--- config.mk ---
export PLATFORM = sky130hd
export DESIGN_NAME = seq_det_param_flat
export DESIGN_NICKNAME = d
export VERILOG_FILES = /design/src/rtl/seq_det_pkg.sv /design/src/rtl/seq_det_param_if.sv /design/src/rtl/seq_det_hist.sv /design/src/rtl/seq_det_param.sv /design/src/flat_wrapper.sv
export SDC_FILE = /design/constraint.sdc
export NUM_CORES = 1
export LEC_CHECK = 0
export CAP_MARGIN = 20
export CORE_AREA = 2 2 47 49
export DETAILED_ROUTE_END_ITERATION = 7
export DIE_AREA = 0 0 49 51
export GPL_ROUTABILITY_DRIVEN = 0
export GPL_TIMING_DRIVEN = 1
export MAX_ROUTING_LAYER = met4
export PLACE_DENSITY = 0.7
export SYNTH_ARGS = -nofsm -noshare
export SYNTH_HDL_FRONTEND = slang
export SYNTH_SLANG_ARGS = --single-unit
export TNS_END_PERCENT = 20
--- constraint.sdc ---
create_clock -name clk -period 2.16 [get_ports clk]
set_clock_uncertainty 0.2 [all_clocks]
set_input_delay 0.324 -clock clk [delete_from_list [all_inputs] [get_ports clk]]
set_output_delay 0.324 -clock clk [all_outputs]
set_load 0.05 [all_outputs]
--- src/rtl/seq_det_pkg.sv ---
`default_nettype none
// +----------------------------------------------------------------------------+
// | Module      : seq_det_pkg                                                  |
// | Description : Shared defaults, width helper and overlap-mode enum for the  |
// |               programmable serial sequence detector.                       |
// | Revision    : 1.0  initial release                                         |
// +----------------------------------------------------------------------------+
package seq_det_pkg;

    localparam int DEFAULT_MAX_LEN = 8;
    localparam int DEFAULT_CNT_W   = 8;

    // Bits needed to hold the values 0..n inclusive.
    function automatic int len_width(input int n);
        return $clog2(n + 1);
    endfunction

    typedef enum logic {
        MODE_NONOVL = 1'b0,
        MODE_OVL    = 1'b1
    } ovl_mode_e;

endpackage
`default_nettype wire

--- src/rtl/seq_det_param_if.sv ---
`default_nettype none
// +----------------------------------------------------------------------------+
// | Module      : seq_det_param_if                                             |
// | Description : Stream, configuration and result bundle of seq_det_param.    |
// |               match_cnt exists only when SEQ_DET_MATCH_CNT_EN is defined.  |
// | Revision    : 1.0  initial release                                         |
// +----------------------------------------------------------------------------+
interface seq_det_param_if
    import seq_det_pkg::*;
#(
    parameter int MAX_LEN = DEFAULT_MAX_LEN,
    parameter int LEN_W   = len_width(MAX_LEN),
    parameter int CNT_W   = DEFAULT_CNT_W
) ();

    logic               din_valid;
    logic               din;
    logic [MAX_LEN-1:0] cfg_pattern;
    logic [LEN_W-1:0]   cfg_len;
    logic               cfg_overlap;
    logic               clr;
    logic               y;
    logic               y_q;
`ifdef SEQ_DET_MATCH_CNT_EN
    logic [CNT_W-1:0]   match_cnt;
`endif

    // Reject nonsensical widths at elaboration.
    if (MAX_LEN < 2 || CNT_W < 1 || LEN_W < 1) begin : g_param_check
        $error("seq_det_param_if: illegal parameter combination");
    end

    // Driver side (stream source / register block).
    modport master (
        output din_valid, din, cfg_pattern, cfg_len, cfg_overlap, clr,
        input  y, y_q
`ifdef SEQ_DET_MATCH_CNT_EN
        , input match_cnt
`endif
    );

    // Detector side.
    modport slave (
        input  din_valid, din, cfg_pattern, cfg_len, cfg_overlap, clr,
        output y, y_q
`ifdef SEQ_DET_MATCH_CNT_EN
        , output match_cnt
`endif
    );

endinterface
`default_nettype wire

--- src/rtl/seq_det_hist.sv ---
`default_nettype none
// +----------------------------------------------------------------------------+
// | Module      : seq_det_hist                                                 |
// | Description : History shift register (newest bit in bit 0) plus a         |
// |               saturating fill counter with shift / clear / restart.       |
// | Revision    : 1.0  initial release                                         |
// +----------------------------------------------------------------------------+
module seq_det_hist
    import seq_det_pkg::*;
#(
    parameter int MAX_LEN = DEFAULT_MAX_LEN,
    parameter int LEN_W   = len_width(MAX_LEN)
) (
    input  wire logic               clk,
    input  wire logic               reset,
    input  wire logic               shift_en,
    input  wire logic               din,
    input  wire logic               clear,
    input  wire logic               restart,
    output logic      [MAX_LEN-2:0] hist,
    output logic      [LEN_W-1:0]   fill
);

    localparam int HW = MAX_LEN - 1;

    logic [HW-1:0]    hist_d, hist_q;
    logic [LEN_W-1:0] fill_d, fill_q;

    // Next history / fill: clear wins; a restart zeroes fill but hist still shifts.
    always_comb begin
        hist_d = hist_q;
        fill_d = fill_q;
        if (clear) begin
            hist_d = '0;
            fill_d = '0;
        end else if (shift_en) begin
            hist_d = (hist_q << 1) | HW'(din);
            if (restart) begin
                fill_d = '0;
            end else if (fill_q != LEN_W'(MAX_LEN)) begin
                fill_d = fill_q + LEN_W'(1);
            end
        end
    end

    // State registers with synchronous active-low reset.
    always_ff @(posedge clk) begin
        if (!reset) begin
            hist_q <= '0;
            fill_q <= '0;
        end else begin
            hist_q <= hist_d;
            fill_q <= fill_d;
        end
    end

    assign hist = hist_q;
    assign fill = fill_q;

endmodule
`default_nettype wire

--- src/rtl/seq_det_param.sv ---
`default_nettype none
// +----------------------------------------------------------------------------+
// | Module      : seq_det_param                                                |
// | Description : Runtime-programmable serial sequence detector. Mealy match  |
// |               strobe y plus registered copy y_q; overlapping or           |
// |               non-overlapping matches. Define SEQ_DET_MATCH_CNT_EN to add |
// |               a saturating match counter (match_cnt).                     |
// | Revision    : 1.0  initial release                                         |
// +----------------------------------------------------------------------------+
module seq_det_param
    import seq_det_pkg::*;
#(
    parameter int MAX_LEN = DEFAULT_MAX_LEN,
    parameter int LEN_W   = len_width(MAX_LEN),
    parameter int CNT_W   = DEFAULT_CNT_W
) (
    input  wire logic       clk,
    input  wire logic       reset,
    seq_det_param_if.slave  bus
);

    if (MAX_LEN < 2 || CNT_W < 1 || LEN_W < 1) begin : g_param_check
        $error("seq_det_param: illegal parameter combination");
    end

    logic [MAX_LEN-2:0] hist;
    logic [LEN_W-1:0]   fill;
    logic [MAX_LEN-1:0] cand;
    logic [MAX_LEN-1:0] mask;
    logic               legal_len;
    logic               fill_ok;
    logic               pat_hit;
    logic               y_comb;
    logic               restart;
    ovl_mode_e          mode;
    logic               y_d, y_q;

    seq_det_hist #(
        .MAX_LEN (MAX_LEN),
        .LEN_W   (LEN_W)
    ) u_hist (
        .clk      (clk),
        .reset    (reset),
        .shift_en (bus.din_valid),
        .din      (bus.din),
        .clear    (bus.clr),
        .restart  (restart),
        .hist     (hist),
        .fill     (fill)
    );

    // Compare the candidate window (history + current bit) against the pattern.
    always_comb begin
        cand = {hist, bus.din};
        for (int i = 0; i < MAX_LEN; i++) begin
            mask[i] = (i < int'(bus.cfg_len));
        end
        legal_len = (bus.cfg_len != '0) && (bus.cfg_len <= LEN_W'(MAX_LEN));
        // fill >= cfg_len-1 without underflow when cfg_len is 0
        fill_ok   = ({1'b0, fill} + (LEN_W+1)'(1)) >= {1'b0, bus.cfg_len};
        pat_hit   = ((cand ^ bus.cfg_pattern) & mask) == '0;
        y_comb    = reset & ~bus.clr & bus.din_valid & legal_len & fill_ok & pat_hit;
        mode      = ovl_mode_e'(bus.cfg_overlap);
        restart   = y_comb && (mode == MODE_NONOVL);
        y_d       = y_comb;
    end

    // Registered copy of the match strobe.
    always_ff @(posedge clk) begin
        if (!reset) begin
            y_q <= 1'b0;
        end else begin
            y_q <= y_d;
        end
    end

    assign bus.y   = y_comb;
    assign bus.y_q = y_q;

`ifdef SEQ_DET_MATCH_CNT_EN
    logic [CNT_W-1:0] cnt_d, cnt_q;

    // Saturating match counter; clr beats a same-cycle increment.
    always_comb begin
        cnt_d = cnt_q;
        if (bus.clr) begin
            cnt_d = '0;
        end else if (y_comb && (cnt_q != '1)) begin
            cnt_d = cnt_q + CNT_W'(1);
        end
    end

    // Counter register.
    always_ff @(posedge clk) begin
        if (!reset) begin
            cnt_q <= '0;
        end else begin
            cnt_q <= cnt_d;
        end
    end

    assign bus.match_cnt = cnt_q;
`endif

endmodule
`default_nettype wire

--- src/flat_wrapper.sv ---
// flat-port wrapper written by rule: the top's interface ports become plain ports
module seq_det_param_flat import seq_det_pkg::*;
#(
    parameter int MAX_LEN = DEFAULT_MAX_LEN,
    parameter int LEN_W   = len_width(MAX_LEN),
    parameter int CNT_W   = DEFAULT_CNT_W
)
  (clk, reset, bus_din_valid, bus_din, bus_cfg_pattern, bus_cfg_len, bus_cfg_overlap, bus_clr, bus_y, bus_y_q);
  seq_det_param_if #(.MAX_LEN(MAX_LEN), .LEN_W(LEN_W), .CNT_W(CNT_W)) bus_i ();
  input  wire logic clk;
  input  wire logic reset;
  input wire logic [$bits(bus_i.din_valid)-1:0] bus_din_valid;
  input wire logic [$bits(bus_i.din)-1:0] bus_din;
  input wire logic [$bits(bus_i.cfg_pattern)-1:0] bus_cfg_pattern;
  input wire logic [$bits(bus_i.cfg_len)-1:0] bus_cfg_len;
  input wire logic [$bits(bus_i.cfg_overlap)-1:0] bus_cfg_overlap;
  input wire logic [$bits(bus_i.clr)-1:0] bus_clr;
  output wire logic [$bits(bus_i.y)-1:0] bus_y;
  output wire logic [$bits(bus_i.y_q)-1:0] bus_y_q;
  assign bus_i.din_valid = bus_din_valid;
  assign bus_i.din = bus_din;
  assign bus_i.cfg_pattern = bus_cfg_pattern;
  assign bus_i.cfg_len = bus_cfg_len;
  assign bus_i.cfg_overlap = bus_cfg_overlap;
  assign bus_i.clr = bus_clr;
  assign bus_y = bus_i.y;
  assign bus_y_q = bus_i.y_q;
  seq_det_param #(.MAX_LEN(MAX_LEN), .LEN_W(LEN_W), .CNT_W(CNT_W)) u_core (.clk(clk), .reset(reset), .bus(bus_i));
endmodule
==> results of run 1 <==
## tightest hold or removal path: stages (launching register included)
cell and delay [ns]:
dfxtp_1 0.33, mux2i_1 0.12, nor2_1 0.05
## what timing repair did
| action | 4_1_cts | 5_1_grt |
|---|---|---|
| pin swaps | 9 | 8 |
| resized for setup | 13 | 3 |
| buffers inserted | 2 | 0 |
| endpoints found under the setup margin | 5 | 5 |
## layer usage
| layer | up-vias | part of all wire (%) | GRT usage (%) |
|---|---|---|---|
| met5 | - | 0 | - |
| met4 | 0 | 2.4 | 11.9 |
| met3 | 4 | 3.5 | 2.34 |
| met2 | 19 | 51 | 29.0 |
| met1 | 349 | 43 | 17.9 |
| li1 | 388 | - | - |
## logic make-up (layout without fill, tap and decap cells)
kind of cell,count (synthesis),after routing,share of synthesized area [%]
simple gates,28,28,19.9
compound gates,15,15,11.4
flops,12,12,30.3
mux,8,8,10.1
xor+xnor,12,12,13.3
fa+ha+maj,6,6,9.46
buf+inv,9,44,5.68
## flip-flops by register name, indices dropped and copies added, names as in the netlist
signal / cells
u_core.u_hist.hist: 7
u_core.u_hist.fill: 4
u_core.bus.y_q: 1
## power groups by stage
stage | Combinational [W] | Clock [W] | Sequential [W]
2_1_floorplan | 0.0000533 | 0 | 0.000231
3_3_place_gp | 0.000109 | 0 | 0.000231
3_5_place_dp | 0.000112 | 0 | 0.000231
4_1_cts | 0.000120 | 0.000184 | 0.000226
5_1_grt | 0.000131 | 0.000197 | 0.000226
6_report | 0.000121 | 0.000182 | 0.000226
## cells in the mapped netlist, drive strengths merged
master	instances
o22a	1
and3	1
xnor2	9
a31o	1
a21oi	6
a31oi	1
nand2b	1
nor2b	1
xor2	3
nor4	2
o2111ai	1
mux2i	8
nand2	2
a211oi	1
nand4	1
ha	6
nand3	2
buf	2
or4	2
inv	5
o21ai	4
nor3	7
dfxtp	12
clkbuf	2
nor2	9
## layout make-up
cell class              count  share of cell area [%]
inverters                   5                    1.51
well taps                  28                    2.83
flip-flops and latches     12                    19.6
repair buffers             35                    25.8
clock buffers               4                    2.93
multi-input cells          69                    47.3
## per-stage QoR
step,total power [W],instances
finish,0.000530,153
global route,0.000554,153
CTS,0.000530,153
detailed placement,0.000343,147
global placement,0.000340,147
floorplan,0.000284,90
## worst max-delay path by stage
stage | start | end | slack, ns | cells past startpoint
floorplan | u_core.u_hist.fill[0] | bus_y | -0.07 | 7
global placement | bus_cfg_len[1] | u_core.u_hist.fill[2] | -0.38 | 10
detailed placement | bus_cfg_len[1] | bus_y | -0.43 | 6
CTS | u_core.u_hist.fill[0] | bus_y | -0.27 | 8
global route | u_core.u_hist.fill[1] | bus_y | -0.32 | 8
finish | u_core.u_hist.fill[1] | bus_y | -0.26 | 8
==> flow_summary.toml, run 1 <==
[status]
status = "finished with violations"
violations = "setup timing"

[min_path]
hold_depth = 2
min-delay-start = "u_core.u_hist.hist[6]"
hold_class = "flip-flop to flip-flop"
whs_endpoint = "u_core.u_hist.hist[6]"

[synthesis]
synth-seq-area-share_pct = 30.3
synth_seq_cells = 12
yosys_warnings = 0
ys_top_cells_by_area = "dfxtp_1, mux2i_1, xnor2_1"
netlist_area_um2 = 793
yosysTopAreaCellShare_pct = 30.3
synth.distinct_cells = 28
synth_largest_area_cell = "dfxtp_1"
syn_nets = 114
synthCells = 90
postSynthAreaPerCell_um2 = 8.81

[die]
core_um2 = 2060
io_pins = 20
die-area_um2 = 2500
dieWidth_um = 49
start_util_pct = 38.4
std_cell_rows = 17
fp.dieH_um = 51

[place]
dpl.hpwl_um = 1450
place_ws_ns = -0.426
place_area_um2 = 1130
portBuffers = 19

[detailed_routing]
drt-initial-drc-count = 10
wire_per_inst_um = 12.0
dr.pass1.iters = 4
routed_wirelength_um = 1840
ant_nets = 0
vias = 760
route.detailed.drc = 0
vias_per_cell = 4.97

[worst_setup_path]
critPathMaxStageDelay_ns = 0.35
crit_fanout = 3
r2r_end = "u_core.u_hist.fill[0]"
cp_data_arrival_time_ns = 1.90
setup.worst_path.start_class = "flip-flop"
reg2reg_from = "u_core.u_hist.fill[1]"
worstSetupEndpointType = "output port"
rrSetupSlack_ns = -0.04
path_cells = "ha_4 > xor2_1 > ha_1 > nand2_1 > o21ai_2 > a21oi_4 > nor3_4 > buf_12"
critPathTopFamily = "adder cells"
cpMaxStageDelayCell = "dfxtp_2"
critical_path_required_ns = 1.64
reg2reg_depth = 10
critPathBufInv = 1
timing_worst_setup_path_type = "flip-flop to output port"

[cells_and_area]
n_fill_cell = 187
layout_common_cells = "buf_4, clkdlybuf4s50_1, dfxtp_1"
nNetsFinal = 150
stdcell_area_um2 = 1240
drive_above_1_share_pct = 28.8
layout_commonest_cell = "buf_4"
seqCellArea_um2 = 243
utilization_pct = 60.1
syn_to_final_growth_pct = 56.3
antenna_cells = 0
multi_input_area_um2 = 587

[grt]
grt_first_pass_wirelength_um = 2990
grt-ovfl-total = 0
grt_max_degree = 12
grt.total_usage_pct = 16.8
grt_pass1_vias = 724
antenna_found_initial = 0

[power_and_ir_drop]
intPower_w = 0.000395
p_clk_share_pct = 34.4
power_density_nw_per_um2 = 427
power.share.combinational_pct = 22.9
p_leak_nw = 0.530
seq_power_share_pct = 42.6
vdd_ir_drop_max_uv = 389
p_switching_w = 0.000135
netSwitchingFraction_pct = 25.5

[sta]
tightestPinTransition_ns = 0.485
min_period_ns = 2.42
slew_headroom_pct = 67.5
timing.fmax_mhz = 413
timing.final.crit_share_pct = 112
drv_slew = 0
finalSetupViolCount = 5
fin_hold_ws_ns = 0.346
hold_viol_final = 0
fin_tns_setup_ns = -0.379
setup_ws_ns = -0.261
grt_setup_unrepaired = "true"

[clocking]
postCtsHoldBufs = 0
clockBufferDepth = 2
h-tree-depth = 1
cts_tree = "yes"
cts_inserted_buffers = 3
clk_latency_ns = 0.28
cts.sinks = 12
clkSlewWorstSetupHoldPaths_ns = 0.08
clockRootBuffer = "clkbuf_4"

[flow_run]
cap_violations = 0
No activity file was read; power rests on OpenSTA's default activity.
==> run 2: changes to the inputs <==
Settings changed: ABC_AREA set to 1, CORE_AREA 2 2 47 49 to 2 2 49 51, DIE_AREA 0 0 49 51 to 0 0 51 53, PLACE_DENSITY 0.7 to 0.73.
==> flow_summary.toml, run 2 <==
[synthesis]
synth_compound_area_share_pct = 8.51
netlist_area_um2 = 941
synthAdderAreaFrac_pct = 7.98
synth.cells.most_frequent = "nand2_1, inv_1, dfxtp_1"
synthCells = 141
synth_largest_area_cell = "dfxtp_1"
synth-main-ff-cell = "dfxtp_1"
postSynthAreaPerCell_um2 = 6.67
synth_top_family_by_area = "simple AND/OR/NAND/NOR gates"
synth_xor_area_share_pct = 5.59
yosys.area_share.simple_pct = 41.6
yosysTopAreaCellShare_pct = 25.5
async_flop_share_pct = 0
synth.distinct_cells = 22
ys_top_cells_by_area = "dfxtp_1, nand2_1, ha_1"
syn_nets = 165
synthMuxAreaShare_pct = 0
yosysMostFrequentCell = "nand2_1"
synth_seq_cells = 12
yosys_warnings = 0
synth-seq-area-share_pct = 25.5
synth-edff-count = 0

[sta]
drv_slew = 0
grt_setup_unrepaired = "true"
finalSetupViolCount = 5
slew_headroom_pct = 66.3
fin_tns_setup_ns = -0.727
min_period_ns = 2.48
hold_viol_final = 0
setup_ws_ns = -0.317
timing.fmax_mhz = 404
fin_hold_ws_ns = 0.274
tightestPinTransition_ns = 0.504
timing.final.crit_share_pct = 115

[min_path]
hold_class = "flip-flop to flip-flop"
hold_depth = 2
whs_endpoint = "u_core.u_hist.hist[4]"
min-delay-start = "u_core.u_hist.hist[3]"

[worst_setup_path]
rrSetupSlack_ns = -0.13
critPathMaxStageDelay_ns = 0.34
reg2reg_from = "u_core.u_hist.fill[0]"
timing_worst_setup_path_type = "flip-flop to output port"
critical_path_required_ns = 1.64
cpMaxStageDelayCell = "dfxtp_2"
r2r_end = "u_core.u_hist.fill[3]"
path_cells = "ha_2 > xor2_2 > ha_1 > a21oi_1 > o21ai_1 > nor2_2 > nor4_4 > buf_12"
crit_fanout = 4
setup.worst_path.start_class = "flip-flop"
worstSetupEndpointType = "output port"
reg2reg_depth = 12
cp_data_arrival_time_ns = 1.95

[power_and_ir_drop]
power_density_nw_per_um2 = 430
p_leak_nw = 0.626
vdd_ir_drop_max_uv = 290

[clocking]
clockBufferDepth = 2
cts_tree = "yes"
cts_inserted_buffers = 3
clk_latency_ns = 0.28
postCtsHoldBufs = 0
clkSlewWorstSetupHoldPaths_ns = 0.08
clockRootBuffer = "clkbuf_4"
cts.sinks = 12
h-tree-depth = 1

[cells_and_area]
utilization_pct = 62.2
largest_reg_flops = 7
nNetsFinal = 200
layout_commonest_cell = "nand2_1"
n_fill_cell = 206
seqCellArea_um2 = 244
syn_to_final_growth_pct = 42.0
antenna_cells = 0
drive_above_1_share_pct = 22.9
layout_common_cells = "nand2_1, inv_1, clkdlybuf4s50_1"
multi_input_area_um2 = 637

[die]
core_um2 = 2150
dieWidth_um = 51
io_pins = 20
std_cell_rows = 17
start_util_pct = 43.8
fp.dieH_um = 53
die-area_um2 = 2700

[detailed_routing]
vias = 999
drt-initial-drc-count = 32
vias_per_cell = 4.92
routed_wirelength_um = 2360
ant_nets = 0
route.detailed.drc = 0
wire_per_inst_um = 11.6
dr.pass1.iters = 4

[grt]
grt.total_usage_pct = 20.4
antenna_found_initial = 0
grt-ovfl-total = 0
grt_first_pass_wirelength_um = 3920
grt_max_degree = 17
grt_pass1_vias = 949

[place]
dpl.hpwl_um = 1890
portBuffers = 19
place_ws_ns = -0.262

[status]
status = "finished with violations"
violations = "setup timing"

[flow_run]
cap_violations = 0
## run 2: changes by cell type in the layout (fill, tap and decap cells not counted), moves of 6 or more
cell             change
xnor2_1              -8
nand3_1              +6
inv_1               +15
nand2_1             +38
clkdlybuf4s50_1      +6
mux2i_1              -8
a21oi_1              +7
## run 2: worst max-delay path by stage
stage	from	to	slack, ns	depth (start not counted)
global route	u_core.u_hist.fill[0]	bus_y	-0.44	9
floorplan	u_core.u_hist.fill[0]	bus_y	-0.13	7
global placement	bus_cfg_len[2]	bus_y	-0.21	8
finish	u_core.u_hist.fill[0]	bus_y	-0.32	8
CTS	u_core.u_hist.fill[0]	bus_y	-0.32	8
detailed placement	bus_cfg_len[2]	bus_y	-0.26	8
## run 2: cell type report
class / count / area share [%]
multi-input cells: 104 / 47.7
inverters: 23 / 6.46
repair buffers: 32 / 22.3
well taps: 28 / 2.62
flip-flops and latches: 12 / 18.3
clock buffers: 4 / 2.72
## run 2: cells by family after synthesis
group,Yosys count
compound gates,16
xor+xnor,6
fa+ha+maj,6
buf+inv,25
flops,12
simple gates,76
## run 2: repair_timing
action	4_1_cts	5_1_grt
gates resized for setup	4	0
endpoints found under the setup margin	5	6
pin swaps	1	0
setup buffers	1	0
## run 2: report_power, final
part           internal [W]  switching (W)
Sequential         0.000227     0.00000472
Clock              0.000103      0.0000818
Combinational     0.0000781      0.0000810
Total              0.000408       0.000168
## run 2: layer usage
metal | wire length, µm | GRT usage (%) | up-vias
li1 | - | - | 511
met4 | 61 | 10.4 | 0
met3 | 103 | 2.54 | 6
met2 | 1210 | 36.6 | 32
met5 | 0 | - | -
met1 | 981 | 22.3 | 450
## run 2: stage by stage
stage	power [W]	cells	instance area, µm²
floorplan	0.000319	141	960
global placement	0.000382	198	1270
detailed placement	0.000387	198	1270
CTS	0.000577	203	1340
global route	0.000604	203	1340
finish	0.000575	203	1340
## run 2: critical path: cells and delay by family (launching register included)
kind / cells / cell delay [ns]
buffers and inverters: 1 / 0.18
and+or+nand+nor: 2 / 0.27
adders and majority gates: 2 / 0.51
AOI/OAI and AO/OA: 2 / 0.22
DFF: 1 / 0.34
xor gates and xnor gates: 1 / 0.15
